**config.mk**
```make
export PLATFORM = sky130hd
export DESIGN_NAME = mips_cpu_hilo_unit
export DESIGN_NICKNAME = d
export VERILOG_FILES = /design/src/rtl/mips_cpu_hilo_unit.sv
export SDC_FILE = /design/constraint.sdc
export NUM_CORES = 1
export LEC_CHECK = 0
export ABC_AREA = 1
export CAP_MARGIN = 20
export CORE_ASPECT_RATIO = 1.1
export CORE_UTILIZATION = 25
export CTS_BUF_LIST = sky130_fd_sc_hd__clkbuf_4
export DETAILED_ROUTE_END_ITERATION = 16
export GPL_TIMING_DRIVEN = 0
export PLACE_DENSITY = 0.47
export SYNTH_ARGS = -nofsm -noshare
export SYNTH_HDL_FRONTEND = slang
export SYNTH_SLANG_ARGS = --single-unit
```
**constraint.sdc**
```tcl
create_clock -name clk -period 3.04 [get_ports clk]
set_input_delay 0.608 -clock clk [delete_from_list [all_inputs] [get_ports clk]]
set_output_delay 0.608 -clock clk [all_outputs]
set_load 0.01 [all_outputs]
```
**src/rtl/mips_cpu_hilo_unit.sv**
```systemverilog
// HI/LO register file for the MIPS core: captures multiply/move results, serves
// MFHI/MFLO, and runs DIV/DIVU on a 32-step restoring divider that stalls the core.
module mips_cpu_hilo_unit #(
   parameter int WIDTH = 32,
   parameter int CNT_W = 6
) (
   input  logic             clk,
   input  logic             rst_n,
   input  logic             wr_hi,
   input  logic             wr_lo,
   input  logic [WIDTH-1:0] wdata_hi,
   input  logic [WIDTH-1:0] wdata_lo,
   input  logic             div_start,
   input  logic             div_signed,
   input  logic [WIDTH-1:0] dividend,
   input  logic [WIDTH-1:0] divisor,
   input  logic             rd_hi,
   input  logic             rd_lo,
   output logic [WIDTH-1:0] rdata,
   output logic             busy,
   output logic             stall,
   output logic             div_by_zero
);

   typedef enum logic [1:0] {IDLE, DIV, FIX} state_t;

   state_t           state_reg, state_next;
   logic [WIDTH-1:0] hi_reg, lo_reg;
   logic [WIDTH-1:0] quo_reg, dvs_reg;
   logic [WIDTH:0]   rem_reg;
   logic [CNT_W-1:0] cnt_reg;
   logic             q_sign_reg, r_sign_reg, dz_reg;
   logic             busy_reg, div_by_zero_reg;

   logic             dvd_neg, dvs_neg, divisor_zero;
   logic [WIDTH-1:0] dvd_abs, dvs_abs;
   logic [WIDTH:0]   rem_shift, rem_diff;
   logic             borrow, last_step, dz_hold;
   logic [WIDTH-1:0] quo_fix, rem_fix;

   assign dvd_neg      = div_signed & dividend[WIDTH-1];
   assign dvs_neg      = div_signed & divisor[WIDTH-1];
   assign dvd_abs      = dvd_neg ? -dividend : dividend;
   assign dvs_abs      = dvs_neg ? -divisor : divisor;
   assign divisor_zero = (divisor == '0);

   // quo_reg doubles as the dividend shifter: its MSB feeds the remainder while
   // quotient bits enter from the bottom.
   assign rem_shift = (rem_reg << 1) | {{WIDTH{1'b0}}, quo_reg[WIDTH-1]};
   assign rem_diff  = rem_shift - {1'b0, dvs_reg};
   assign borrow    = rem_diff[WIDTH];
   assign last_step = (cnt_reg == CNT_W'(WIDTH - 1));

   assign quo_fix = q_sign_reg ? -quo_reg : quo_reg;
   assign rem_fix = r_sign_reg ? -rem_reg[WIDTH-1:0] : rem_reg[WIDTH-1:0];

   // A zero-divisor result is held in FIX for one extra cycle so busy spans two cycles.
   assign dz_hold = dz_reg & (cnt_reg == '0);

   always_comb begin
      state_next = state_reg;
      case (state_reg)
         IDLE:    if (div_start) state_next = divisor_zero ? FIX : DIV;
         DIV:     if (last_step) state_next = FIX;
         FIX:     if (!dz_hold)  state_next = IDLE;
         default: state_next = IDLE;
      endcase
   end

   always_ff @(posedge clk) begin
      if (!rst_n) begin
         state_reg       <= IDLE;
         hi_reg          <= '0;
         lo_reg          <= '0;
         quo_reg         <= '0;
         dvs_reg         <= '0;
         rem_reg         <= '0;
         cnt_reg         <= '0;
         q_sign_reg      <= 1'b0;
         r_sign_reg      <= 1'b0;
         dz_reg          <= 1'b0;
         busy_reg        <= 1'b0;
         div_by_zero_reg <= 1'b0;
      end else begin
         state_reg <= state_next;
         busy_reg  <= (state_next != IDLE);
         case (state_reg)
            IDLE: begin
               if (div_start) begin
                  quo_reg         <= divisor_zero ? dividend : dvd_abs;
                  dvs_reg         <= dvs_abs;
                  rem_reg         <= '0;
                  cnt_reg         <= '0;
                  q_sign_reg      <= dvd_neg ^ dvs_neg;
                  r_sign_reg      <= dvd_neg;
                  dz_reg          <= divisor_zero;
                  div_by_zero_reg <= 1'b0;
               end else begin
                  if (wr_hi) hi_reg <= wdata_hi;
                  if (wr_lo) lo_reg <= wdata_lo;
               end
            end
            DIV: begin
               rem_reg <= borrow ? rem_shift : rem_diff;
               quo_reg <= {quo_reg[WIDTH-2:0], ~borrow};
               cnt_reg <= cnt_reg + 1'b1;
            end
            FIX: begin
               if (dz_hold) begin
                  cnt_reg <= cnt_reg + 1'b1;
               end else if (dz_reg) begin
                  lo_reg          <= '1;
                  hi_reg          <= quo_reg;
                  div_by_zero_reg <= 1'b1;
               end else begin
                  lo_reg <= quo_fix;
                  hi_reg <= rem_fix;
               end
            end
            default: ;
         endcase
      end
   end

   // Same-cycle write data is forwarded so a read right behind a write sees it.
   always_comb begin
      rdata = '0;
      if (rd_hi)      rdata = wr_hi ? wdata_hi : hi_reg;
      else if (rd_lo) rdata = wr_lo ? wdata_lo : lo_reg;
   end

   assign busy        = busy_reg;
   assign stall       = busy_reg & (rd_hi | rd_lo | wr_hi | wr_lo | div_start);
   assign div_by_zero = div_by_zero_reg;

endmodule

```
After elaboration in Yosys (flattened, before gate mapping)
Cells that the tools add are included.
{"block": "word_totals", "mem_count": 0, "register_bits": 173, "mem_bits_rw": 0, "rom_bits": 0, "latch_bits": 0, "output_inout_bits": 35, "word_cells": 83}
{"block": "classes", "mul": 0, "mux": 34, "shifts": 0, "bitwise": 11, "n_eq_ne": 8, "reduce_logical": 12, "n_addsub": 6, "n_lt_le_gt_ge": 0, "div": 0}
{"op": "$mux W32", "n": 18}
{"op": "$pmux W32 S2", "n": 4}
{"op": "$neg A32 Y32", "n": 4}
{"op": "$or A33 B1 Y33", "n": 1}
{"op": "$sub A33 B32 Y33", "n": 1}
{"op": "$logic_not A32 Y1", "n": 1}
{"op": "$pmux W6 S3", "n": 1}
{"op": "$mux W6", "n": 2}
{"op": "$ne A2 B2 Y1 const B", "n": 5}
{"op": "$mux W2", "n": 4}
{"op": "$add A6 B1 Y6 const B", "n": 1}
{"op": "$eq A6 B5 Y1 const B", "n": 1}
{"op": "$logic_not A6 Y1", "n": 1}
{"op": "$pmux W2 S3", "n": 1}
{"op": "$reduce_and A3 Y1", "n": 2}
{"op": "$reduce_bool A2 Y1", "n": 3}
{"op": "$and A1 B1 Y1", "n": 4}
{"op": "$or A1 B1 Y1", "n": 4}
{"op": "$reduce_and A2 Y1", "n": 2}
{"op": "$reduce_and A4 Y1", "n": 1}
{"op": "$mux W1", "n": 3}
{"op": "$reduce_bool A3 Y1", "n": 1}
{"op": "$eq A2 B1 Y1 const B", "n": 1}
{"op": "$eq A2 B2 Y1 const B", "n": 1}
{"op": "other kinds (4)", "n": 4}

Longest topological paths before layout
Gate-level depths: netlist (run 1).
{"block": "logic_depth", "depth_word": 5, "ltp_mapped": 18, "mapped_depth_nobuf": 17}

Least setup slack after synthesis (run 1)
Ideal clock, no wire load.
{"block": "synth_path", "kind": "register -> register", "startpoint": "register quo_reg[31]", "endpoint": "register rem_reg[16]", "setup_slack_ns": 0.754, "required_ns": 2.908, "t_arrival_ns": 2.154, "path_stages_with_launch": 19, "period_less_slack_ns": 2.286, "path_cell_list": "dfxtp_1 -> inv_1 -> ha_1 -> fa_1 -> inv_1 -> nand2_1 -> nand2_1 -> nand3_1 -> nand2_1 -> nand2_1 -> nand2_1 -> nand2_2 -> nand2_1 -> nand2_2 -> nand2_2 -> buf_2 -> nand2_1 -> nand3_1 -> a21oi_1"}
{"block": "synth_via", "elab_chain_cells": 4}
{"item": "start, declared", "line": "29", "source": "logic [WIDTH-1:0] quo_reg, dvs_reg;"}
{"item": "start signal, assigned", "line": "90", "source": "quo_reg <= divisor_zero ? dividend : dvd_abs;"}
{"item": "start signal, assigned", "line": "105", "source": "quo_reg <= {quo_reg[WIDTH-2:0], ~borrow};"}
{"item": "$or A33 B1 Y33", "line": "49", "source": "assign rem_shift = (rem_reg << 1) | {{WIDTH{1'b0}}, quo_reg[WIDTH-1]};"}
{"item": "$sub A33 B32 Y33", "line": "50", "source": "assign rem_diff = rem_shift - {1'b0, dvs_reg};"}
{"item": "$mux W32", "line": "104", "source": "rem_reg <= borrow ? rem_shift : rem_diff;"}
{"item": "$pmux W32 S2", "line": "87", "source": "case (state_reg)"}
{"item": "end signal, assigned", "line": "104"}
{"item": "end, declared", "line": "30", "source": "logic [WIDTH:0] rem_reg;"}
Every way passes these cells.
A chain may end at the register's enable or synchronous reset.

Worst setup path after layout (run 1)
{"block": "layout_path", "startpoint": "input port rd_hi", "endpoint": "output port rdata[4]"}
{"block": "layout_via", "elab_chain_cells": 1}
{"item": "start, declared", "line": "17", "source": "input logic rd_hi,"}
{"item": "$mux W32", "line": "128", "source": "if (rd_hi) rdata = wr_hi ? wdata_hi : hi_reg;"}
{"item": "end, declared", "line": "19", "source": "output logic [WIDTH-1:0] rdata,"}
Every way passes these cells.

==> metrics.yaml, run 1 <==
grt:
  antenna_found_initial: 1
  grt_max_degree: 17
  grt_pass1_wl_um: 103000
  grt_remaining_overflow: 0
  grt_pass1_vias: 16494
  grt_usage_pct: 22.3
pwr:
  vdd_drop_max_v: 0.000240
  clockPowerShare_pct: 23.3
  swShare_pct: 40.3
  powerDensity_nw_per_um2: 340
  seq_power_share_pct: 41.3
  p_switching_mw: 2.49
  total_power_mw: 6.18
  power.internal_mw: 3.69
  power_frac_comb_pct: 35.4
  leakagePower_nw: 8.35
sta:
  hold_ws_ps: 469
  final.period_utilization_pct: 98.9
  drv_slew: 0
  hold_viol: 0
  finalSetupViolations: 0
  setup_tns_ps: 0
  max_freq_mhz: 333
  fin_skew_ps: 37.0
  rsz0062_at_grt: "no"
  worstMarginPinSlew_ps: 851
  relSlewSlack_pct: 43.2
  fin_crit_ps: 3010
  layout_setup_ws_ps: 34.0
detailed_routing:
  vias: 17688
  ant_nets: 0
  wl_um: 69600
  drc: 0
  via_per_inst: 4.91
  drtIter0Drc: 1303
  post_drt_wl_per_cell_um: 19.3
  first_pass_iters: 5
flow_run:
  cap_violations: 0
cells_and_area:
  nNetsFinal: 2998
  drive_gt1_share_pct: 4.38
  syn2layout_area_growth_pct: 20.1
  stdcell_area_um2: 18200
clock_tree:
  h-tree-depth: 4
  postCtsHoldBufs: 0
  clk_latency_ps: 690
  cts_made_buffers: 17
  cts_sinks: 173
  cts_tree: "built"
  clockRootBuffer: "clkbuf_4"
  clkSlewWorstSetupHoldPaths_ps: 170
  clockBufferDepth: 2
place:
  dp_hpwl_um: 58200
  gp_congestion: 0.972
  placed_area_um2: 17800
  post-place-ws_ps: -536
  numPortBuffers: 168
yosys:
  yosysMostFrequentCell: "nand2_1"
  yosysTopAreaCellShare_pct: 22.9
  synth_seq_cells: 173
  synthTopCellsByArea: "dfxtp_1 23%, nand2_1 17%, a21oi_1 9.2%"
  synth.distinct_cells: 49
  synthArstFlopShare_pct: 0
  syn_area_um2: 15200
  synthTopCellsByCount: "702 x nand2_1, 339 x inv_1, 280 x a21oi_1"
  yosysSeqAreaShare_pct: 22.9
  netlist_instances: 2631
  synth_top_area_cell: "dfxtp_1"
  synth_edf_count: 0
  synth_warnings: 0
  synth_ff_type: "dfxtp_1"
  syn_avg_cell_area_um2: 5.76
  syn_nets: 2810
setup_path:
  cp_data_arrival_time_ps: 2400
  cp_max_fo: 10
  critPathCaptureType: "primary output"
  critPathLaunchType: "input pin"
  crit_required_ps: 2430
  crit_type: "in2out"
floorplanning:
  die_h_um: 260
  design.core.area_um2: 59900
  rows: 94
  die_x_um: 237
  ioPinCount: 171
  start_util_pct: 25.3
  die-area_um2: 61600
min_path:
  hold_class: "reg2reg"
run_status:
  status: "complete, no violations"
## stage by stage
step           utilization [%]  cells
2_1_floorplan                -   2631
3_3_place_gp              29.7   3567
3_5_place_dp              29.7   3567
4_1_cts                   30.3   3600
5_1_grt                   30.4   3602
6_report                  30.4   3602
## cell families after synthesis
family                     count (synthesis)  share of synthesized area (%)
xor gates and xnor gates                  57                           3.29
buffers and inverters                    468                           12.0
DFF                                      173                           22.9
and+or+nand+nor                         1312                           36.6
adders and majority gates                 43                           3.60
AOI/OAI and AO/OA                        532                           18.7
muxes                                     46                           3.04
## worst max-delay path, stage by stage
cell and delay, ps:
clkdlybuf4s50_1 480, clkinv_2 150, clkbuf_2 240, o21ai_0 310
clkdlybuf4s50_1 610
## area by class of cell
type	instances	area, um^2
well taps	768	961
inverters	347	1310
clock inverters	14	143
multi-input cells	1990	9920
fillers	6774	41700
flip-flops and latches	173	3470
clock buffers	18	135
plain buffers	121	553
repair buffers	169	1700
diodes	2	5.00
## layer usage
metal,vias up,wire length (um),GRT usage [%]
li1,8940,-,-
met1,8148,32200,29.0
met2,517,32200,37.9
met3,83,3010,2.65
met4,0,2150,7.72
met5,-,0,0
## worst paths after layout
check	from	to	slack (ps)	depth (start not counted)
setup reg to reg	quo_reg[31]	rem_reg[11]	180	17
setup / recovery	rd_hi	rdata[4]	30	5
hold reg to reg	lo_reg[0]	lo_reg[0]	470	2
hold / removal	lo_reg[0]	lo_reg[0]	470	2
## layout by cell type, fill, tap and decap left out, types with 16 or more instances in the layout
cell type	count
o22ai_1	16
mux2i_1	44
nand3_1	245
dfxtp_1	172
a21oi_1	275
clkbuf_1	76
clkdlybuf4s50_1	163
inv_1	337
nor3_1	37
clkbuf_4	19
nand4_1	28
nor2_1	252
o21ai_0	163
xor2_1	44
buf_2	24
nand2_1	700
ha_1	41
o21bai_1	17
## repair_timing
action                                  CTS  global route
buffers inserted                          1             0
endpoints found under the setup margin   56            50
endpoints found under the hold margin     0             0
gates resized for setup                  25            28
## power groups by stage
stage / Combinational, mW / Clock, mW / Sequential, mW
5_1_grt: 2.42 / 1.56 / 2.57
3_3_place_gp: 2.15 / 0 / 2.59
3_5_place_dp: 2.15 / 0 / 2.60
6_report: 2.19 / 1.44 / 2.55
2_1_floorplan: 1.31 / 0 / 2.54
4_1_cts: 2.17 / 1.48 / 2.55
No activity file was read; power rests on OpenSTA's default activity.
==> inputs of run 2 (changes only) <==
CAP_MARGIN = unset   (was 20)
==> results of run 2 <==
No change in the layout: final DEF, timing and power equal those of run 1.
==> inputs of run 3 (changes only) <==
ABC_AREA = unset   (was 1)
CORE_UTILIZATION = 55   (was 25)
PLACE_DENSITY = 0.84   (was 0.47)
==> run 3 against run 2 <==
  * Highest routed layer unchanged
  * Largest cell class unchanged
  * Clock-buffer cell count is the same
  * Clock skew shrank 7.8 ps
  * Wire length shrank 30%
  * Non-clock buffer count up 27
  * The run now ends with setup timing left
  * Combinational power down 16%
  * Synthesized cell count decreased by 32%
  * Worst setup slack lost 80 ps
  * Via count down 17%
==> metrics.yaml, run 3 <==
setup_path:
  crit_top_cell: "o21ai_2"
  cp_slowest_stage_delay_ps: 420  # -190 ps
  timing.rr.end: "rem_reg[29]"
  cp_data_arrival_time_ps: 3580  # +1180 ps
  timing.rr.start: "quo_reg[31]"
  crit_type: "reg2reg"
  critPathLaunchType: "flop"
  crit_chain: "inv_4 -> ha_4 -> fa_2 -> nand2b_4 -> a211oi_4 -> o21ai_2 -> o21ai_2 -> a311oi_2 -> or3_4 -> o311ai_4 -> buf_6 -> buf_12 -> mux2i_2 -> o21ai_1"
  crit_start: "quo_reg[31]"
  reg2reg_depth: 14  # -3
  reg2reg_slack_ps: -50  # -230 ps
  critPathCaptureType: "flop"
  cp_max_fo: 5  # -5
  crit_family: "compound AO/OA/AOI/OAI gates"
  slowest_stage: "or3_4"
  crit_required_ps: 3530  # +1100 ps
  crit_buf_inv: 3  # -1
grt:
  grt_max_degree: 17  # unchanged
  grt_usage_pct: 39.4  # +17 points
  grt_pass1_wl_um: 74600  # -28%
  antenna_found_initial: 1  # unchanged
  grt_pass1_vias: 13940  # -15%
  grt_remaining_overflow: 0  # unchanged
min_path:
  hold_depth: 3  # +1
  hold_class: "in2reg"
  worstHoldStart: "dividend[3]"
  min_to: "quo_reg[3]"
yosys:
  synth_warnings: 0  # unchanged
  synth_top_area_cell: "dfxtp_1"
  synth_ff_type: "dfxtp_1"
  syn_area_um2: 13200  # -13%
  synthTopCellsByArea: "dfxtp_1 26%, nand2_1 8.3%, o21ai_0 7.3%"
  yosysTopAreaCellShare_pct: 26.2  # +3.3 points
  synthArstFlopShare_pct: 0  # unchanged
  netlist_instances: 1786  # -32%
  synth.distinct_cells: 66  # +35%
  yosysMostFrequentCell: "nand2_1"
  syn_avg_cell_area_um2: 7.41  # +29%
  synth_edf_count: 0  # unchanged
  synthTopCellsByCount: "292 x nand2_1, 194 x o21ai_0, 173 x dfxtp_1"
  yosysSeqAreaShare_pct: 26.2  # +3.3 points
  syn_nets: 1965  # -30%
  synth_seq_cells: 173  # unchanged
run_status:
  status: "finished, violations left"
  violations: "setup timing"
place:
  dp_hpwl_um: 37300  # -36%
  numPortBuffers: 167  # -0.60%
  post-place-ws_ps: -1410  # -872 ps
  place_inst: 2258  # -37%
  gp_congestion: 1.05  # +8.2%
sta:
  fin_skew_ps: 29.2  # -7.83 ps
  finalSetupViolations: 6  # +6
  layout_setup_ws_ps: -46.5  # -80.4 ps
  max_freq_mhz: 324  # -2.6%
  relSlewSlack_pct: 25.9  # -17 points
  final.period_utilization_pct: 102  # +2.6 points
  drv_slew: 0  # unchanged
  rsz0062_at_grt: "yes"
  setup_tns_ps: -129  # -129 ps
  fin_crit_ps: 3090  # +80.4 ps
  worstMarginPinSlew_ps: 1110  # +259 ps
  hold_viol: 0  # unchanged
cells_and_area:
  drive_gt1_share_pct: 11.2  # +6.8 points
  nNetsFinal: 2171  # -28%
  final_util_pct: 69.3  # +39 points
  layout_common_cells: "289 x nand2_1, 162 x o21ai_0, 160 x clkdlybuf4s50_1"
  syn2layout_area_growth_pct: 23.7
  final_common_cell: "nand2_1"
  layout.cells.non_filler: 2311  # -36%
floorplanning:
  ioPinCount: 171  # unchanged
  die-area_um2: 24700  # -60%
  die_h_um: 165  # -37%
  die_x_um: 150  # -37%
  rows: 59  # -37%
  design.core.area_um2: 23600  # -61%
  start_util_pct: 56.0  # +31 points
detailed_routing:
  via_per_inst: 6.32  # +29%
  post_drt_wl_per_cell_um: 21.2  # +9.6%
  ant_nets: 0  # unchanged
  drc: 0  # unchanged
  wl_um: 49000  # -30%
  first_pass_iters: 8  # +3
  drtIter0Drc: 1253  # -3.8%
  vias: 14596  # -17%
flow_run:
  cap_violations: 0  # unchanged
clock_tree:
  cts_made_buffers: 17  # unchanged
  cts_sinks: 173  # unchanged
  cts_tree: "built"
  h-tree-depth: 4  # unchanged
  clockRootBuffer: "clkbuf_4"
  clockBufferDepth: 2  # unchanged
  clk_latency_ps: 630  # -60 ps
  clkSlewWorstSetupHoldPaths_ps: 150  # -20 ps
pwr:
  vdd_drop_max_v: 0.000216  # -10%
  powerDensity_nw_per_um2: 356  # +4.7%
  leakagePower_nw: 6.37  # -24%
==> run 3: changes by cell type after synthesis, moves of 35 or more <==
cell | before | now
nand2_1 | 702 | 292
inv_1 | 339 | 57
nand3_1 | 245 | 45
a21oi_1 | 280 | 108
nor2_1 | 252 | 110
xnor2_1 | 13 | 56
xor2_1 | 44 | 86
a21boi_0 | 0 | 41
mux2_2 | 0 | 35
==> run 3: routing by layer <==
metal,wire (um),GRT usage [%]
met5,0,0
met4,3320,25.2
met3,3980,6.19
met2,23300,68.3
met1,18400,44.9
==> run 3: where the power goes <==
group / switching (mW) / leakage [nW] / total [mW] / internal (mW)
clock network: 0.920 / 0.154 / 1.44 / 0.515
logic: 1.04 / 4.78 / 1.83 / 0.793
registers: 0.150 / 1.43 / 2.56 / 2.41
==> run 3: final cells by class <==
| class | count | area (um^2) |
|---|---|---|
| Inverter | 58 | 220 |
| Fill cell | 2019 | 7250 |
| Buffer | 118 | 523 |
| Antenna cell | 1 | 2.50 |
| Sequential cell | 173 | 3520 |
| Timing Repair Buffer | 199 | 1960 |
| Clock buffer | 18 | 135 |
| Multi-Input combinational cell | 1425 | 9470 |
| Tap cell | 305 | 382 |
| Clock inverter | 14 | 160 |
==> run 3: what timing repair did <==
action                     in CTS  in global routing
hold buffers                    0                  0
setup endpoints to repair     133                118
resized for setup             106                 95
buffers inserted               19                 11
pin swaps                      21                 24
gates cloned                    3                  0
==> run 3: kinds of logic after synthesis <==
| family | Yosys count | share of synthesized area (%) |
|---|---|---|
| flops | 173 | 26.2 |
| simple gates | 595 | 20.6 |
| compound gates | 539 | 26.0 |
| buf+inv | 188 | 5.37 |
| mux | 106 | 8.35 |
| fa+ha+maj | 43 | 4.12 |
| xor+xnor | 142 | 9.40 |
==> run 3: how the worst max path moves through the flow <==
stage	to	slack [ps]	cells past startpoint
4_1_cts	rem_reg[13]	-40	15
3_3_place_gp	quo_reg[24]	-1250	13
2_1_floorplan	quo_reg[31]	-320	9
5_1_grt	rem_reg[29]	-110	14
3_5_place_dp	quo_reg[24]	-1410	13
6_report	rem_reg[29]	-50	14
==> run 3: through the flow <==
| step | total power [mW] | cell area [um^2] | hold slack (ps) |
|---|---|---|---|
| 4_1_cts | 5.71 | 16100 | 465 |
| 3_5_place_dp | 4.27 | 15300 | 452 |
| 3_3_place_gp | 4.24 | 15300 | 447 |
| 5_1_grt | 6.06 | 16400 | 392 |
| 2_1_floorplan | 3.58 | 13300 | 438 |
| 6_report | 5.83 | 16400 | 346 |
==> run 3: worst reg2reg max path, delay by kind of cell, from the launching register on <==
family | cells | cell delay, ps
AO/OA/AOI/OAI | 6 | 900
AND/OR/NAND/NOR | 2 | 580
adder cells (fa/ha/maj) | 2 | 500
flip-flops | 1 | 400
buffers and inverters | 3 | 340
multiplexers | 1 | 250
==> patch 1 (flow settings as in run 1) <==
One comparison of `cnt_reg` changes from == to >=.
--- a/src/rtl/mips_cpu_hilo_unit.sv
+++ b/src/rtl/mips_cpu_hilo_unit.sv
@@ -51,3 +51,3 @@
    assign borrow    = rem_diff[WIDTH];
-   assign last_step = (cnt_reg == CNT_W'(WIDTH - 1));
+   assign last_step = (cnt_reg >= CNT_W'(WIDTH - 1));
 
Behaviour: same outputs for any inputs over 4 cycles, from zero or initial values and one cycle with rst_n low; that may be too few to reach the edited logic, so the function may still have changed.
==> patch 1 against run 1 <==
Sequential share of layout area shrank 0.39 points; setup slack worse by 4.1 ps; critical path type unchanged; synthesized area rose by 1.8%; combinational power increased by 4%; critical path depth unchanged; total power increased by 3.0%; final area is 2.1% higher; wire length grew 1.6%; sequential cell count unchanged; non-clock buffer count fell by 3; count of clock-buffer cells in the layout down 1.
==> patch 1: results (changes against run 1) <==
- Cell Area, Placed: 0.01814 mm² (+1.9%)
- Asr flop ratio synth: 0 (unchanged)
- Hold-fix buffers, CTS: 0 (unchanged)
- Placer's final routability congestion estimate: 0.9242 (-4.9%)
- Worst slack, placed: -666.8 ps (-130.3 ps)
- Post-synth top cells: nand2_1 (725), inv_1 (330), a21oi_1 (284), nor2_1 (266), nand3_1 (230)
- Largest net degree at the start of global routing: 18 (+1)
- Vias in the first global route: 17,180 (+4.1%)
- Syn nets: 2,855 (+1.6%)
- Status: completed
- Global-route wire length before repair: 105,200 µm (+1.8%)
- Synth top area cells: dfxtp_1 (22%), nand2_1 (18%), a21oi_1 (9.2%)
- Leakage: 8.548 nW (+2.4%)
- Nets: 3,042 (+1.5%)
- DRT Pass-1 Iters: 6 (+1)
- Fraction of layout cells with a size suffix above 1: 0.05042 (+0.006632)
- Net Sw Frac: 0.4142 (+0.01082)
- Crit path max-delay cell type: mux2i_1
- Tot GR Track Use: 0.2223 (-0.0007657)
- Seq/Total Area, Yosys: 0.2245 (-0.004041)
- DR WL/cell: 19.10 µm (-1.2%)
- Post-CTS Setup Inserts: 0 (-1)
- Initial antenna violation count: 4 (+3)
- Via count: 18,130 (+2.5%)
- Detail Placement HPWL: 58,590 µm (+0.63%)
- Peak supply drop: 0.0002226 V (-7.4%)
- Clk_lat worst skew: 710 ps (+20 ps)
- Detailed Route Iter0 Violations: 1,441 (+11%)
- H-tree lvl count: 4 (unchanged)
- Worst Tran Pin Value: 854.9 ps (+3.617 ps)
- Layout fillers: 7,021 (+3.6%)
==> patch 1: cell types whose count changed after synthesis, moves of 5 or more <==
| cell | change |
|---|---|
| nand2_1 | +23 |
| inv_2 | +18 |
| nand3_1 | -15 |
| nor2_1 | +14 |
| inv_1 | -9 |
| o21ai_0 | -9 |
| clkbuf_1 | -7 |
| nand4_1 | +6 |
| nor3_1 | -6 |
| nor4_1 | -5 |
| o221ai_1 | +5 |
| xor2_1 | +5 |
==> patch 1: per-stage QoR <==
step / power [mW] / std cells / hold WS (ps) / TNS [ps]
floorplan: 3.902 / 2676 / 421.5 / 0
global placement: 4.807 / 3668 / 440.8 / -10520
detailed placement: 4.820 / 3668 / 445.5 / -10040
CTS: 6.381 / 3700 / 467.6 / -2.944
global route: 6.725 / 3703 / 497.2 / -24.56
finish: 6.366 / 3705 / 474.4 / 0
==> patch 1: worst paths after layout <==
check,endpoint,depth (start not counted),start,slack [ps]
worst min register to register,dvs_reg[31],2,dvs_reg[31],470
worst min-delay path,dvs_reg[31],2,dvs_reg[31],470
worst max-delay path,rdata[29],5,wr_hi,30
worst max register to register,rem_reg[5],18,quo_reg[31],160
==> patch 1: cell families after synthesis <==
group                      after synthesis  synth area share
AOI/OAI and AO/OA                      539            0.1878
xor gates and xnor gates                63           0.03577
adders and majority gates               43           0.03536
buffers and inverters                  473            0.1195
DFF                                    173            0.2245
muxes                                   49           0.03179
and+or+nand+nor                       1336            0.3654
==> patch 1: repair_timing <==
action	CTS	global route
gates resized for setup	30	13
pin swaps	0	0
endpoints found under the setup margin	37	17
==> patch 1: area by class of cell <==
class | instances | area (µm²) | share of cell area
multi-input combinational | 2030 | 10210 | 0.5496
sequential | 173 | 3467 | 0.1866
timing repair buffer | 168 | 1687 | 0.09079
inverter | 354 | 1329 | 0.07153
tap | 824 | 1031 | 0.05550
buffer | 119 | 541.8 | 0.02916
clock inverter | 15 | 171.4 | 0.009227
clock buffer | 17 | 127.6 | 0.006870
antenna | 5 | 12.51 | 0.0006735
==> patch 1: power groups by stage <==
stage / clock (mW) / sequential (mW) / combinational (mW)
5_1_grt: 1.65 / 2.57 / 2.50
3_3_place_gp: 0 / 2.59 / 2.22
3_5_place_dp: 0 / 2.59 / 2.23
4_1_cts: 1.59 / 2.54 / 2.25
2_1_floorplan: 0 / 2.55 / 1.36
6_report: 1.54 / 2.55 / 2.28
==> patch 1: routing by layer <==
| metal | GRT usage | vias up | wire [µm] |
|---|---|---|---|
| met5 | 0 | - | 0 |
| met4 | 0.09494 | 0 | 2901 |
| met3 | 0.02784 | 93 | 3608 |
| met2 | 0.3594 | 572 | 31980 |
| met1 | 0.2951 | 8373 | 32260 |
| li1 | - | 9094 | - |
==> patch 2 (flow settings as in run 1) <==
Without the edit above. Set the parameter `WIDTH` to 40 (it was 32).
--- a/src/rtl/mips_cpu_hilo_unit.sv
+++ b/src/rtl/mips_cpu_hilo_unit.sv
@@ -3,3 +3,3 @@
 module mips_cpu_hilo_unit #(
-   parameter int WIDTH = 32,
+   parameter int WIDTH = 40,
    parameter int CNT_W = 6
Ports: changed (5 resized); port bits go from 171 to 211. The function was not compared with the original's and may differ.
==> patch 2 against run 1 <==
Critical path depth is the same; final area is 28% higher; total power is 48% higher; sequential cell count is 40 higher; wire length rose by 43%; synthesized area increased by 25%; setup slack got worse by 24 ps; critical path type unchanged; clock power increased by 120%; sequential power up 24%.
==> patch 2: results (changes against run 1) <==
- P_seq: 3.15 mW (+24%)
- Via count: 23,010 (+30%)
- Synth Area in Adders: 0.03422 (-0.001780)
- Multi-input gates: 2,472 (+24%)
- CP arrival: 2420 ps (+20 ps)
- Post-CTS Setup Inserts: 2 (+1)
- Seq cells: 213 (+23%)
- Inverters, non-clock: 414 (+19%)
- Synth Instances: 3,247 (+23%)
- H-tree lvl count: 3 (-1)
- Setup Skew: 65.61 ps (+28.62 ps)
- Detail Placement HPWL: 81,910 µm (+41%)
- Clkbuf count: 93 (+75)
- Post-Synth XOR/XNOR Area: 0.02553 (-0.007412)
- Syn nets: 3,466 (+23%)
- Met1 usage: 0.3116 (+0.02121)
- Worst Tran Pin Value: 1071 ps (+219.5 ps)
- Seq pwr share: 0.344 (-0.069)
- Detailed Route Iter0 Violations: 2,039 (+56%)
- Layout fillers: 8,624 (+27%)
- Largest net degree at the start of global routing: 11 (-6)
- Status: completed
- Netlist cell types: 53 (+8.2%)
- Seq/Total Area, Yosys: 0.2260 (-0.002539)
- Clk slew on worst S/H paths: 70 ps (-100 ps)
- Area of the multi-input gates: 0.01252 mm² (+26%)
- Critical path's largest stage delay: 590 ps (-20 ps)
- Vias in the first global route: 22,240 (+35%)
- Num CTS Buffers: 69 (+52)
- Tot GR Track Use: 0.2540 (+0.03092)
- Met3 Use GR: 0.03276 (+0.006220)
- Compound-Gate Fraction of Synth Area: 0.1867 (about the same)
- Post-synth top cells: nand2_1 (890), inv_1 (396), nand3_1 (327), a21oi_1 (304), nor2_1 (292)
- Data buffer area share: 0.1223 (-0.001683)
- Met1 layer wirelength in the final routing: 41,260 µm (+28%)
- Final clock-cell share: 0.03679 (+0.02152)
- Seq area share: 0.1833 (-0.007260)
- Post_cts resized: 61 (+140%)
- Placer's final routability congestion estimate: 0.9810 (+0.93%)
- Nets: 3,747 (+25%)
- Clk_lat worst skew: 850 ps (+160 ps)
- Leakage: 10.61 nW (+27%)
- Initial antenna violation count: 2 (+1)
- Peak supply drop: 0.0001945 V (-19%)
- Global-route wire length before repair: 144,800 µm (+40%)
- Post-synthesis mux area share: 0.03236 (+0.001978)
- Met2 Use GR: 0.4379 (+0.05901)
- Comb. pwr: 2.90 mW (+32%)
- Net Sw Power: 3.535 mW (+42%)
- Met3 routed WL: 5726 µm (+90%)
- DR WL/cell: 21.89 µm (+13%)
[patch 2: cell types whose count changed after synthesis, moves of 10 or more]
| cell | change |
|---|---|
| nand2_1 | +188 |
| nand3_1 | +82 |
| inv_1 | +57 |
| dfxtp_1 | +40 |
| nor2_1 | +40 |
| o22ai_1 | +32 |
| a21oi_1 | +24 |
| clkbuf_1 | +23 |
| o21ai_0 | +23 |
| a31oi_1 | +15 |
| mux2i_1 | +15 |
| inv_2 | +10 |
| nand3_2 | +10 |
[patch 2: per-stage QoR]
| step | area (µm²) | util |
|---|---|---|
| floorplan | 18870 | - |
| global placement | 22160 | 0.2969 |
| detailed placement | 22160 | 0.2969 |
| CTS | 23180 | 0.3107 |
| global route | 23260 | 0.3117 |
| finish | 23260 | 0.3117 |
[patch 2: path summary, 6_finish.rpt]
kind,start,end,slack [ps],depth (start not counted)
max,rd_lo,rdata[4],10,5
min,lo_reg[0],lo_reg[0],460,2
max reg2reg,state_reg[0],lo_reg[3],150,9
min reg2reg,lo_reg[0],lo_reg[0],460,2
